==> src/rtl/phy_prog_if.sv <==
// Command, write-stream and pad-side signal bundle of the NAND program PHY.
// The master side drives commands, write data and R/B_n; the slave side is the PHY.
interface phy_prog_if;
    logic        o_cmd_ready;
    logic        i_cmd_valid;
    logic [15:0] i_cmd;
    logic [15:0] i_cmd_id;
    logic [47:0] i_addr;
    logic [31:0] i_cmd_param;
    logic [1:0]  o_status;
    logic        o_done;
    logic [15:0] o_done_id;
    logic        i_wvalid;
    logic        o_wready;
    logic [31:0] i_wdata;
    logic        io_busy;
    logic        o_ce_n;
    logic        o_we_n;
    logic        o_cle;
    logic        o_ale;
    logic [3:0]  o_re;
    logic        i_rb_n;
    logic        o_dqs_tri_en;
    logic        o_dq_tri_en;
    logic [3:0]  o_dqs;
    logic [31:0] o_dq;

    modport master (
        input  o_cmd_ready, o_status, o_done, o_done_id, o_wready, io_busy,
               o_ce_n, o_we_n, o_cle, o_ale, o_re, o_dqs_tri_en, o_dq_tri_en,
               o_dqs, o_dq,
        output i_cmd_valid, i_cmd, i_cmd_id, i_addr, i_cmd_param, i_wvalid,
               i_wdata, i_rb_n
    );

    modport slave (
        output o_cmd_ready, o_status, o_done, o_done_id, o_wready, io_busy,
               o_ce_n, o_we_n, o_cle, o_ale, o_re, o_dqs_tri_en, o_dq_tri_en,
               o_dqs, o_dq,
        input  i_cmd_valid, i_cmd, i_cmd_id, i_addr, i_cmd_param, i_wvalid,
               i_wdata, i_rb_n
    );
endinterface

==> src/rtl/phy_prog.sv <==
// NAND NV-DDR program-direction PHY sequencer: CMD1, address cycles, DQS-driven
// data input, optional CMD2 and a fixed or R/B_n-tracked busy phase.
//
// state | meaning
// IDLE  | waiting for a command descriptor
// CMD1  | first command cycle (CLE)
// ADDR  | address cycles, one byte per latch edge (ALE)
// WPRE  | DQS write preamble, driven low
// DATA  | program data words, one per stream handshake
// WPST  | DQS write postamble, driven low
// CMD2  | confirm command cycle (CLE)
// BUSY  | fixed busy count, or single hop into LOCK
// LOCK  | bus released, waiting for R/B_n to fall
// WAIT  | bus released, waiting for R/B_n to rise
module phy_prog #(
    parameter int DATA_WIDTH = 32,
    parameter int T_CMD_ADDR = 8,
    parameter int T_WPRE     = 4,
    parameter int T_WPST     = 4
) (
    input logic       clk,
    input logic       rst_n,
    phy_prog_if.slave bus
);
    localparam int CA_W = $clog2(T_CMD_ADDR);
    localparam logic [CA_W-1:0] CA_LAST   = CA_W'(T_CMD_ADDR - 1);
    localparam logic [CA_W-1:0] CA_HALF   = CA_W'(T_CMD_ADDR / 2);
    localparam logic [7:0]      WPRE_LAST = 8'(T_WPRE - 1);
    localparam logic [7:0]      WPST_LAST = 8'(T_WPST - 1);

    typedef enum logic [3:0] {
        S_IDLE, S_CMD1, S_ADDR, S_WPRE, S_DATA, S_WPST, S_CMD2, S_BUSY, S_LOCK, S_WAIT
    } state_t;

    state_t          state;
    logic [CA_W-1:0] ca_cnt;
    logic [7:0]      ph_cnt;
    logic [15:0]     cmd_q;
    logic [15:0]     id_q;
    logic [47:0]     addr_sh;
    logic            has_cmd2;
    logic            busy_track;
    logic [2:0]      addr_left;
    logic [10:0]     busy_cnt;
    logic [14:0]     data_bytes;
    logic [15:0]     data_cnt;

    logic            wr_hs;
    logic            ca_state;
    logic            ca_last;
    logic            data_last;
    logic [7:0]      ca_byte;
    state_t          post_addr;
    state_t          post_wpst;
    logic            unused_param;

    assign wr_hs        = (state == S_DATA) && bus.i_wvalid;
    assign ca_state     = state inside {S_CMD1, S_ADDR, S_CMD2};
    assign ca_last      = (ca_cnt == CA_LAST);
    // Partial last word still counts as a whole word
    assign data_last    = ({1'b0, data_cnt} + 17'd4) >= {2'b00, data_bytes};
    assign ca_byte      = (state == S_CMD1) ? cmd_q[7:0] :
                          (state == S_CMD2) ? cmd_q[15:8] : addr_sh[7:0];
    assign post_wpst    = has_cmd2 ? S_CMD2 : S_BUSY;
    assign post_addr    = (data_bytes != 15'd0) ? S_WPRE : post_wpst;
    assign unused_param = bus.i_cmd_param[31];

    assign bus.o_wready = (state == S_DATA);
    assign bus.o_re     = 4'hf;

    always_ff @(posedge clk or negedge rst_n) begin
        if (!rst_n) begin
            state            <= S_IDLE;
            ca_cnt           <= '0;
            ph_cnt           <= '0;
            cmd_q            <= '0;
            id_q             <= '0;
            addr_sh          <= '0;
            has_cmd2         <= 1'b0;
            busy_track       <= 1'b0;
            addr_left        <= '0;
            busy_cnt         <= '0;
            data_bytes       <= '0;
            data_cnt         <= '0;
            bus.o_cmd_ready  <= 1'b0;
            bus.o_status     <= 2'd0;
            bus.o_done       <= 1'b0;
            bus.o_done_id    <= '0;
            bus.io_busy      <= 1'b0;
            bus.o_ce_n       <= 1'b1;
            bus.o_we_n       <= 1'b1;
            bus.o_cle        <= 1'b0;
            bus.o_ale        <= 1'b0;
            bus.o_dqs        <= 4'hf;
            bus.o_dqs_tri_en <= 1'b1;
            bus.o_dq_tri_en  <= 1'b1;
            bus.o_dq         <= '0;
        end else begin
            bus.o_cmd_ready  <= (state == S_IDLE) && !bus.i_cmd_valid;
            bus.o_ce_n       <= ((state == S_IDLE) && !bus.i_cmd_valid) ||
                                (state == S_LOCK) || (state == S_WAIT);
            bus.io_busy      <= !(state inside {S_IDLE, S_LOCK, S_WAIT});
            bus.o_status     <= (state == S_IDLE) ? 2'd0 :
                                (state inside {S_LOCK, S_WAIT}) ? 2'd2 : 2'd1;
            bus.o_cle        <= state inside {S_CMD1, S_CMD2};
            bus.o_ale        <= (state == S_ADDR);
            bus.o_we_n       <= ca_state ? (ca_cnt >= CA_HALF) : 1'b1;
            bus.o_dq_tri_en  <= !(ca_state || (state inside {S_WPRE, S_DATA, S_WPST}));
            bus.o_dqs_tri_en <= !(state inside {S_WPRE, S_DATA, S_WPST});
            bus.o_done       <= 1'b0;

            if (ca_state) begin
                bus.o_dq  <= {4{ca_byte}};
                bus.o_dqs <= 4'hf;
            end else if (state == S_DATA) begin
                // A stall parks DQS at its last phase level with DQ frozen
                if (wr_hs) begin
                    bus.o_dq  <= bus.i_wdata[DATA_WIDTH-1:0];
                    bus.o_dqs <= 4'h5;
                end else begin
                    bus.o_dqs <= {4{bus.o_dqs[3]}};
                end
            end else if (state inside {S_WPRE, S_WPST}) begin
                bus.o_dq  <= '0;
                bus.o_dqs <= 4'h0;
            end else begin
                bus.o_dq  <= '0;
                bus.o_dqs <= 4'hf;
            end

            case (state)
                S_IDLE: begin
                    if (bus.i_cmd_valid && bus.o_cmd_ready) begin
                        cmd_q      <= bus.i_cmd;
                        id_q       <= bus.i_cmd_id;
                        addr_sh    <= bus.i_addr;
                        has_cmd2   <= bus.i_cmd_param[0];
                        addr_left  <= bus.i_cmd_param[3:1];
                        busy_track <= bus.i_cmd_param[15];
                        busy_cnt   <= bus.i_cmd_param[14:4];
                        data_bytes <= bus.i_cmd_param[30:16];
                        ca_cnt     <= '0;
                        ph_cnt     <= '0;
                        data_cnt   <= '0;
                        state      <= S_CMD1;
                    end
                end
                S_CMD1: begin
                    if (ca_last) begin
                        ca_cnt <= '0;
                        state  <= (addr_left != 3'd0) ? S_ADDR : post_addr;
                    end else begin
                        ca_cnt <= ca_cnt + 1'b1;
                    end
                end
                S_ADDR: begin
                    if (ca_last) begin
                        ca_cnt  <= '0;
                        addr_sh <= addr_sh >> 8;
                        if (addr_left <= 3'd1) begin
                            state <= post_addr;
                        end else begin
                            addr_left <= addr_left - 1'b1;
                        end
                    end else begin
                        ca_cnt <= ca_cnt + 1'b1;
                    end
                end
                S_WPRE: begin
                    if (ph_cnt == WPRE_LAST) begin
                        ph_cnt <= '0;
                        state  <= S_DATA;
                    end else begin
                        ph_cnt <= ph_cnt + 1'b1;
                    end
                end
                S_DATA: begin
                    if (wr_hs) begin
                        data_cnt <= data_cnt + 16'd4;
                        if (data_last) begin
                            state <= S_WPST;
                        end
                    end
                end
                S_WPST: begin
                    if (ph_cnt == WPST_LAST) begin
                        ph_cnt <= '0;
                        state  <= post_wpst;
                    end else begin
                        ph_cnt <= ph_cnt + 1'b1;
                    end
                end
                S_CMD2: begin
                    if (ca_last) begin
                        ca_cnt <= '0;
                        state  <= S_BUSY;
                    end else begin
                        ca_cnt <= ca_cnt + 1'b1;
                    end
                end
                S_BUSY: begin
                    // A zero fixed count still spends one clock here
                    if (busy_track) begin
                        state <= S_LOCK;
                    end else if (busy_cnt <= 11'd1) begin
                        state         <= S_IDLE;
                        bus.o_done    <= 1'b1;
                        bus.o_done_id <= id_q;
                    end else begin
                        busy_cnt <= busy_cnt - 1'b1;
                    end
                end
                S_LOCK: begin
                    if (!bus.i_rb_n) begin
                        state <= S_WAIT;
                    end
                end
                S_WAIT: begin
                    if (bus.i_rb_n) begin
                        state         <= S_IDLE;
                        bus.o_done    <= 1'b1;
                        bus.o_done_id <= id_q;
                    end
                end
                default: state <= S_IDLE;
            endcase
        end
    end
endmodule

==> src/flat_wrapper.sv <==
// flat-port wrapper written by rule: the top's interface ports become plain ports
module phy_prog_flat 
#(
    parameter int DATA_WIDTH = 32,
    parameter int T_CMD_ADDR = 8,
    parameter int T_WPRE     = 4,
    parameter int T_WPST     = 4
)
  (clk, rst_n, bus_o_cmd_ready, bus_o_status, bus_o_done, bus_o_done_id, bus_o_wready, bus_io_busy, bus_o_ce_n, bus_o_we_n, bus_o_cle, bus_o_ale, bus_o_re, bus_o_dqs_tri_en, bus_o_dq_tri_en, bus_o_dqs, bus_o_dq, bus_i_cmd_valid, bus_i_cmd, bus_i_cmd_id, bus_i_addr, bus_i_cmd_param, bus_i_wvalid, bus_i_wdata, bus_i_rb_n);
  phy_prog_if bus_i ();
  input logic clk;
  input logic rst_n;
  output wire logic [$bits(bus_i.o_cmd_ready)-1:0] bus_o_cmd_ready;
  output wire logic [$bits(bus_i.o_status)-1:0] bus_o_status;
  output wire logic [$bits(bus_i.o_done)-1:0] bus_o_done;
  output wire logic [$bits(bus_i.o_done_id)-1:0] bus_o_done_id;
  output wire logic [$bits(bus_i.o_wready)-1:0] bus_o_wready;
  output wire logic [$bits(bus_i.io_busy)-1:0] bus_io_busy;
  output wire logic [$bits(bus_i.o_ce_n)-1:0] bus_o_ce_n;
  output wire logic [$bits(bus_i.o_we_n)-1:0] bus_o_we_n;
  output wire logic [$bits(bus_i.o_cle)-1:0] bus_o_cle;
  output wire logic [$bits(bus_i.o_ale)-1:0] bus_o_ale;
  output wire logic [$bits(bus_i.o_re)-1:0] bus_o_re;
  output wire logic [$bits(bus_i.o_dqs_tri_en)-1:0] bus_o_dqs_tri_en;
  output wire logic [$bits(bus_i.o_dq_tri_en)-1:0] bus_o_dq_tri_en;
  output wire logic [$bits(bus_i.o_dqs)-1:0] bus_o_dqs;
  output wire logic [$bits(bus_i.o_dq)-1:0] bus_o_dq;
  input wire logic [$bits(bus_i.i_cmd_valid)-1:0] bus_i_cmd_valid;
  input wire logic [$bits(bus_i.i_cmd)-1:0] bus_i_cmd;
  input wire logic [$bits(bus_i.i_cmd_id)-1:0] bus_i_cmd_id;
  input wire logic [$bits(bus_i.i_addr)-1:0] bus_i_addr;
  input wire logic [$bits(bus_i.i_cmd_param)-1:0] bus_i_cmd_param;
  input wire logic [$bits(bus_i.i_wvalid)-1:0] bus_i_wvalid;
  input wire logic [$bits(bus_i.i_wdata)-1:0] bus_i_wdata;
  input wire logic [$bits(bus_i.i_rb_n)-1:0] bus_i_rb_n;
  assign bus_o_cmd_ready = bus_i.o_cmd_ready;
  assign bus_o_status = bus_i.o_status;
  assign bus_o_done = bus_i.o_done;
  assign bus_o_done_id = bus_i.o_done_id;
  assign bus_o_wready = bus_i.o_wready;
  assign bus_io_busy = bus_i.io_busy;
  assign bus_o_ce_n = bus_i.o_ce_n;
  assign bus_o_we_n = bus_i.o_we_n;
  assign bus_o_cle = bus_i.o_cle;
  assign bus_o_ale = bus_i.o_ale;
  assign bus_o_re = bus_i.o_re;
  assign bus_o_dqs_tri_en = bus_i.o_dqs_tri_en;
  assign bus_o_dq_tri_en = bus_i.o_dq_tri_en;
  assign bus_o_dqs = bus_i.o_dqs;
  assign bus_o_dq = bus_i.o_dq;
  assign bus_i.i_cmd_valid = bus_i_cmd_valid;
  assign bus_i.i_cmd = bus_i_cmd;
  assign bus_i.i_cmd_id = bus_i_cmd_id;
  assign bus_i.i_addr = bus_i_addr;
  assign bus_i.i_cmd_param = bus_i_cmd_param;
  assign bus_i.i_wvalid = bus_i_wvalid;
  assign bus_i.i_wdata = bus_i_wdata;
  assign bus_i.i_rb_n = bus_i_rb_n;
  phy_prog #(.DATA_WIDTH(DATA_WIDTH), .T_CMD_ADDR(T_CMD_ADDR), .T_WPRE(T_WPRE), .T_WPST(T_WPST)) u_core (.clk(clk), .rst_n(rst_n), .bus(bus_i));
endmodule
==> config.mk <==
export PLATFORM = sky130hd
export DESIGN_NAME = phy_prog_flat
export DESIGN_NICKNAME = d
export VERILOG_FILES = /design/src/rtl/phy_prog_if.sv /design/src/rtl/phy_prog.sv /design/src/flat_wrapper.sv
export SDC_FILE = /design/constraint.sdc
export NUM_CORES = 1
export LEC_CHECK = 0
export CORE_MARGIN = 3
export CORE_UTILIZATION = 50
export DETAILED_ROUTE_END_ITERATION = 7
export PLACE_DENSITY = 0.8
export SLEW_MARGIN = 20
export SYNTH_ARGS = -nofsm -noshare
export SYNTH_HDL_FRONTEND = slang
export SYNTH_SLANG_ARGS = --single-unit
==> constraint.sdc <==
create_clock -name clk -period 3.4 [get_ports clk]
set_clock_uncertainty 0.1 [all_clocks]
set_input_delay 1.02 -clock clk [delete_from_list [all_inputs] [get_ports clk]]
set_output_delay 1.02 -clock clk [all_outputs]
set_load 0.02 [all_outputs]
Word level (Yosys, flattened, before mapping)

Index checks and enable logic that the tools add are counted.

Word-level logic and storage cells: 157
Output and inout bits: 68
Bits of input ports: 149
Bits in registers: 205

Equal/unequal tests: 28
$add $sub $neg: 6
Reductions and logical operators: 36
Order comparisons: 4
Mux-type cells: 57

Operators by type and width:

| operator                | count |
|---|---|
| $mux W32                | 3 |
| $mux W48                | 2 |
| $pmux W48 S2            | 1 |
| $mux W16                | 5 |
| $mux W4                 | 19 |
| $pmux W16 S2            | 2 |
| $pmux W4 S10            | 1 |
| $mux W11                | 3 |
| $mux W8                 | 4 |
| $pmux W11 S2            | 1 |
| $ne A2 B2 Y1 const B    | 9 |
| $reduce_bool A2 Y1      | 9 |
| $add A16 B3 Y17 const B | 1 |
| $ge A17 B15 Y1          | 1 |
| $add A16 B3 Y16 const B | 1 |
| $eq A4 B3 Y1 const B    | 4 |
| $pmux W8 S2             | 1 |
| $mux W3                 | 5 |
| $reduce_bool A15 Y1     | 1 |
| $ne A2 B1 Y1 const B    | 6 |
| $pmux W3 S2             | 2 |
| $reduce_and A12 Y1      | 1 |
| $reduce_and A4 Y1       | 3 |
| $reduce_bool A3 Y1      | 4 |
| 24 further kinds        | 42 |

Depth between registers and ports, before layout

Depth in word-level cells: 5
Gate-level depth with buffers: 12

Least setup slack after synthesis

Ideal clock, no wire load.

Path type: register -> register
Start point: register u_core.data_cnt[2]
End point: register u_core.state[0]
Stages on the path, launching flop included: 13
Library setup time: 125 ps
Setup slack: 531 ps
Buffers on the path: 0
Period minus slack after synthesis: 2869 ps
Arrival time: 2644 ps
Cell sequence: dfrtp_1 > ha_1 > nand4_1 > nor2_1 > and3_1 > xor2_1 > ha_1 > a21oi_1 > o21ai_0 > nand3_1 > nand3_1 > o31a_4 > mux2_4

Longest elaborated chain between the ends: 4

RTL lines:

| element                      | RTL line        | text |
|---|---|---|
| start, declared              | phy_prog.sv:46  | `logic [15:0] data_cnt;` |
| start signal, assigned       | phy_prog.sv:179 | `data_cnt <= data_cnt + 16'd4;` |
| $add A16 B3 Y17              | phy_prog.sv:61  | `assign data_last = ({1'b0, data_cnt} + 17'd4) >= {2'b00, data_bytes};` |
| $ge A17 B15 Y1               | phy_prog.sv:61  |  |
| $ne A2 B1 Y1 (no line)       | -               |  |
| $reduce_and A12 Y1 (no line) | -               |  |
| end signal, assigned         | phy_prog.sv:151 | `state <= (addr_left != 3'd0) ? S_ADDR : post_addr;` |
| end signal, assigned         | phy_prog.sv:161 | `state <= post_addr;` |
| end signal, assigned         | phy_prog.sv:188 | `state <= post_wpst;` |
| end, declared                | phy_prog.sv:35  | `state_t state;` |

Every way passes these cells.
A chain may end at the register's enable or synchronous reset.

Final worst setup path

Start point: register u_core.data_cnt[2]
End point: register u_core.state[2]

Same word-level chain as after synthesis.

==> impl_results.md <==
- Status: finished clean
- Pin count of the biggest net entering global routing: 89
- CP top delay family: simple AND/OR/NAND/NOR gates
- Synth top area cells: dfrtp_1, nand2_1, o21ai_0
- Ant diodes: 0
- Worst path max stage delay: 0.42 ns
- Yosys reg bits: 202
- Die height: 144 µm
- IO Pins: 217
- Area Overhead vs Synth: 33.6%
- Non-Filler Instances: 1,434
- Initial core utilization: 51.1%
- Starting DRT DRC Count: 440
- First-pass GRT wire length: 38.3 mm
- I/O Buffers: 211
- Clock transition at path regs: 0.06 ns
- Fin nets: 1,356
- Syn avg cell area: 9.74 µm²
- Worst vdd ir: 0.000391 V
- Setup tns final: 0 ns
- Syn. warnings: 0
- Layout cells sized above 1: 8.50%
- Minimum clock period: 3.10 ns
- Maximum capacitance violations: 0
- Startpoint Class: flop
- Row count: 50
- CP required: 3.68 ns
- Unique cell type count in the Yosys netlist: 61
- Core footprint: 18,800 µm²
- Die W: 144 µm
- Slew headroom: 37.1%
- DRT antenna net count: 0
- Tightest Pin Transition: 0.940 ns
- Num CTS Buffers: 22
- Reg-to-reg slack, setup: 0.30 ns
- Synth async-reset ratio: 100%
- Final setup fails: 0
- Routed wire length: 24.1 mm
- WP data arrival: 3.38 ns
- Max frequency: 0.323 GHz
- RSZ-0062 raised after global routing: no
- Bufs on Longest Clock Path: 3
- Static Leak: 6.00 nW
- Period utilization: 91.1%
- Vias in the first global route: 7,541
- Synth Instances: 984
- DP Area: 12,000 µm²
- Placer Congestion: 0.842
- Sequential area share after synthesis: 52.8%
- Setup crit end kind: flop
- GRT Residual Overflow: 0
- Root Driver: clkbuf_16
- Initial antenna violation count: 0
- H-tree depth: 1
- Post-synth EDFFs: 0
- Total Routing Usage GR: 22.7%
- Pwr Density: 423 nW/µm²
- Hold Vio Cnt, Final: 0
- Clk Latency, worst-skew pair: 0.50 ns
- Clk sinks: 202
- Post-DP HPWL: 17.1 mm
- Slowest CP cell: dfrtp_1
- Post-route cell area: 12,800 µm²
- Commonest non-fill, non-tap cell in the layout: nand2_1
- Post-synth top area share: 50.9%
- Crit-path cells: ha_1 > nand4_1 > nor2_1 > and3_1 > xor2_1 > ha_1 > a21oi_1 > o21ai_0 > nand3_1 > nand3_1 > o31a_4 > mux2_4
- Most frequent cells in the layout: nand2_1, clkdlybuf4s50_1, dfrtp_1
- Kind of critical path: reg -> reg
- Critical path fanouts, max: 6
- Finished Core Util: 68.2%
- Residual DRC: 0
- Post-DR wirelength/cell: 16.8 µm
- Post-route worst setup slack: 0.304 ns
- Die area: 20,900 µm²
- Syn Std Cell Area: 9590 µm²
- Vias: 7,745
- Layout fillers: 1,461
- Via/cell ratio: 5.40
- Synth Flop Type: dfrtp_1
- Post-Place Cells: 1,395
- CP bufs+invs: 0
- Worst hold path class: reg -> reg
- Max-slew violation count: 0
- Cell taking the most area after synthesis: dfrtp_1
- Number of detailed-route iterations in the first pass: 4
- CTS tree: built
- Dpl ws: 0.336 ns
-- metal layers --
layer	global-route usage, %	part of all wire (%)	vias to the layer above
met4	5.01	1.6	0
li1	-	-	3788
met3	6.25	8.4	32
met1	30.2	42	3682
met5	0	0	-
met2	37.4	48	243
-- worst paths after layout --
path | start | end | depth (start not counted)
max in group asynchronous | rst_n | u_core.bus.o_dqs[1]$_DFF_PN1_ | 2
worst min register to register | u_core.id_q[10]$_DFFE_PN0P_ | u_core.id_q[10]$_DFFE_PN0P_ | 2
min in group asynchronous | rst_n | u_core.busy_cnt[8]$_DFFE_PN0P_ | 1
worst max register to register | u_core.data_cnt[2]$_DFFE_PN0P_ | u_core.state[2]$_DFFE_PN0P_ | 12
worst max-delay path | u_core.data_cnt[2]$_DFFE_PN0P_ | u_core.state[2]$_DFFE_PN0P_ | 12
worst min-delay path | u_core.id_q[10]$_DFFE_PN0P_ | u_core.id_q[10]$_DFFE_PN0P_ | 2
-- synthesized netlist by cell type (8+ instances only) --
cell type / number
mux2_2: 17
o22a_1: 32
inv_1: 58
a21oi_1: 53
clkbuf_1: 38
nand3_1: 18
nor2_1: 34
a22oi_1: 13
a22o_1: 18
nand2_1: 211
ha_1: 22
mux2i_1: 40
xor2_1: 8
buf_2: 13
dfrtp_1: 195
o21ai_0: 96
-- timing repair --
item                       CTS  global route
setup endpoints to repair    0             1
hold buffers                 0             0
gates resized for setup      0             1
buffers inserted             0             0
-- final cells by class --
class	count	area, µm²	area share, %
clock buffer	28	634	4.95
clock inverter	11	214	1.67
inverter	60	225	1.76
multi-input combinational	665	4030	31.5
sequential	202	5060	39.5
tap	234	293	2.29
timing repair buffer	234	2340	18.3
-- registers in the layout, summed over array words and instances, names as in the netlist, 2 cells and up --
name	flops
u_core.addr_left	3
u_core.addr_sh	48
u_core.bus.o_done_id	16
u_core.bus.o_dq	32
u_core.bus.o_dqs	3
u_core.bus.o_status	2
u_core.busy_cnt	11
u_core.ca_cnt	3
u_core.cmd_q	16
u_core.data_bytes	15
u_core.data_cnt	14
u_core.id_q	16
u_core.ph_cnt	8
u_core.state	4
-- logic make-up after synthesis --
group                      Yosys count  synth area share (%)
muxes                               59                  6.49
other                                1                0.0391
xor gates and xnor gates            13                  1.19
DFF                                202                  52.8
and+or+nand+nor                    317                  14.4
buffers and inverters              120                  5.35
adders and majority gates           22                  2.87
AOI/OAI and AO/OA                  250                  16.9
-- tightest hold or removal path: stages (launching register included) --
cell and delay [ns]:
dfrtp_1 0.33, nand2_1 0.05, nand2_1 0.05
-- report_power, final --
part	switching, mW	leakage [nW]	total [mW]	internal (mW)
Sequential	0	2.65	2.40	2.40
Clock	0.966	0.411	2.74	1.77
Combinational	0.0985	2.94	0.266	0.168
-- metrics by stage --
stage,hold slack (ns),power (mW)
4_1_cts,0.373,5.46
3_3_place_gp,0.353,2.72
6_report,0.368,5.41
5_1_grt,0.387,5.58
2_1_floorplan,0.342,2.49
3_5_place_dp,0.358,2.72
No activity file was read; power rests on OpenSTA's default activity.
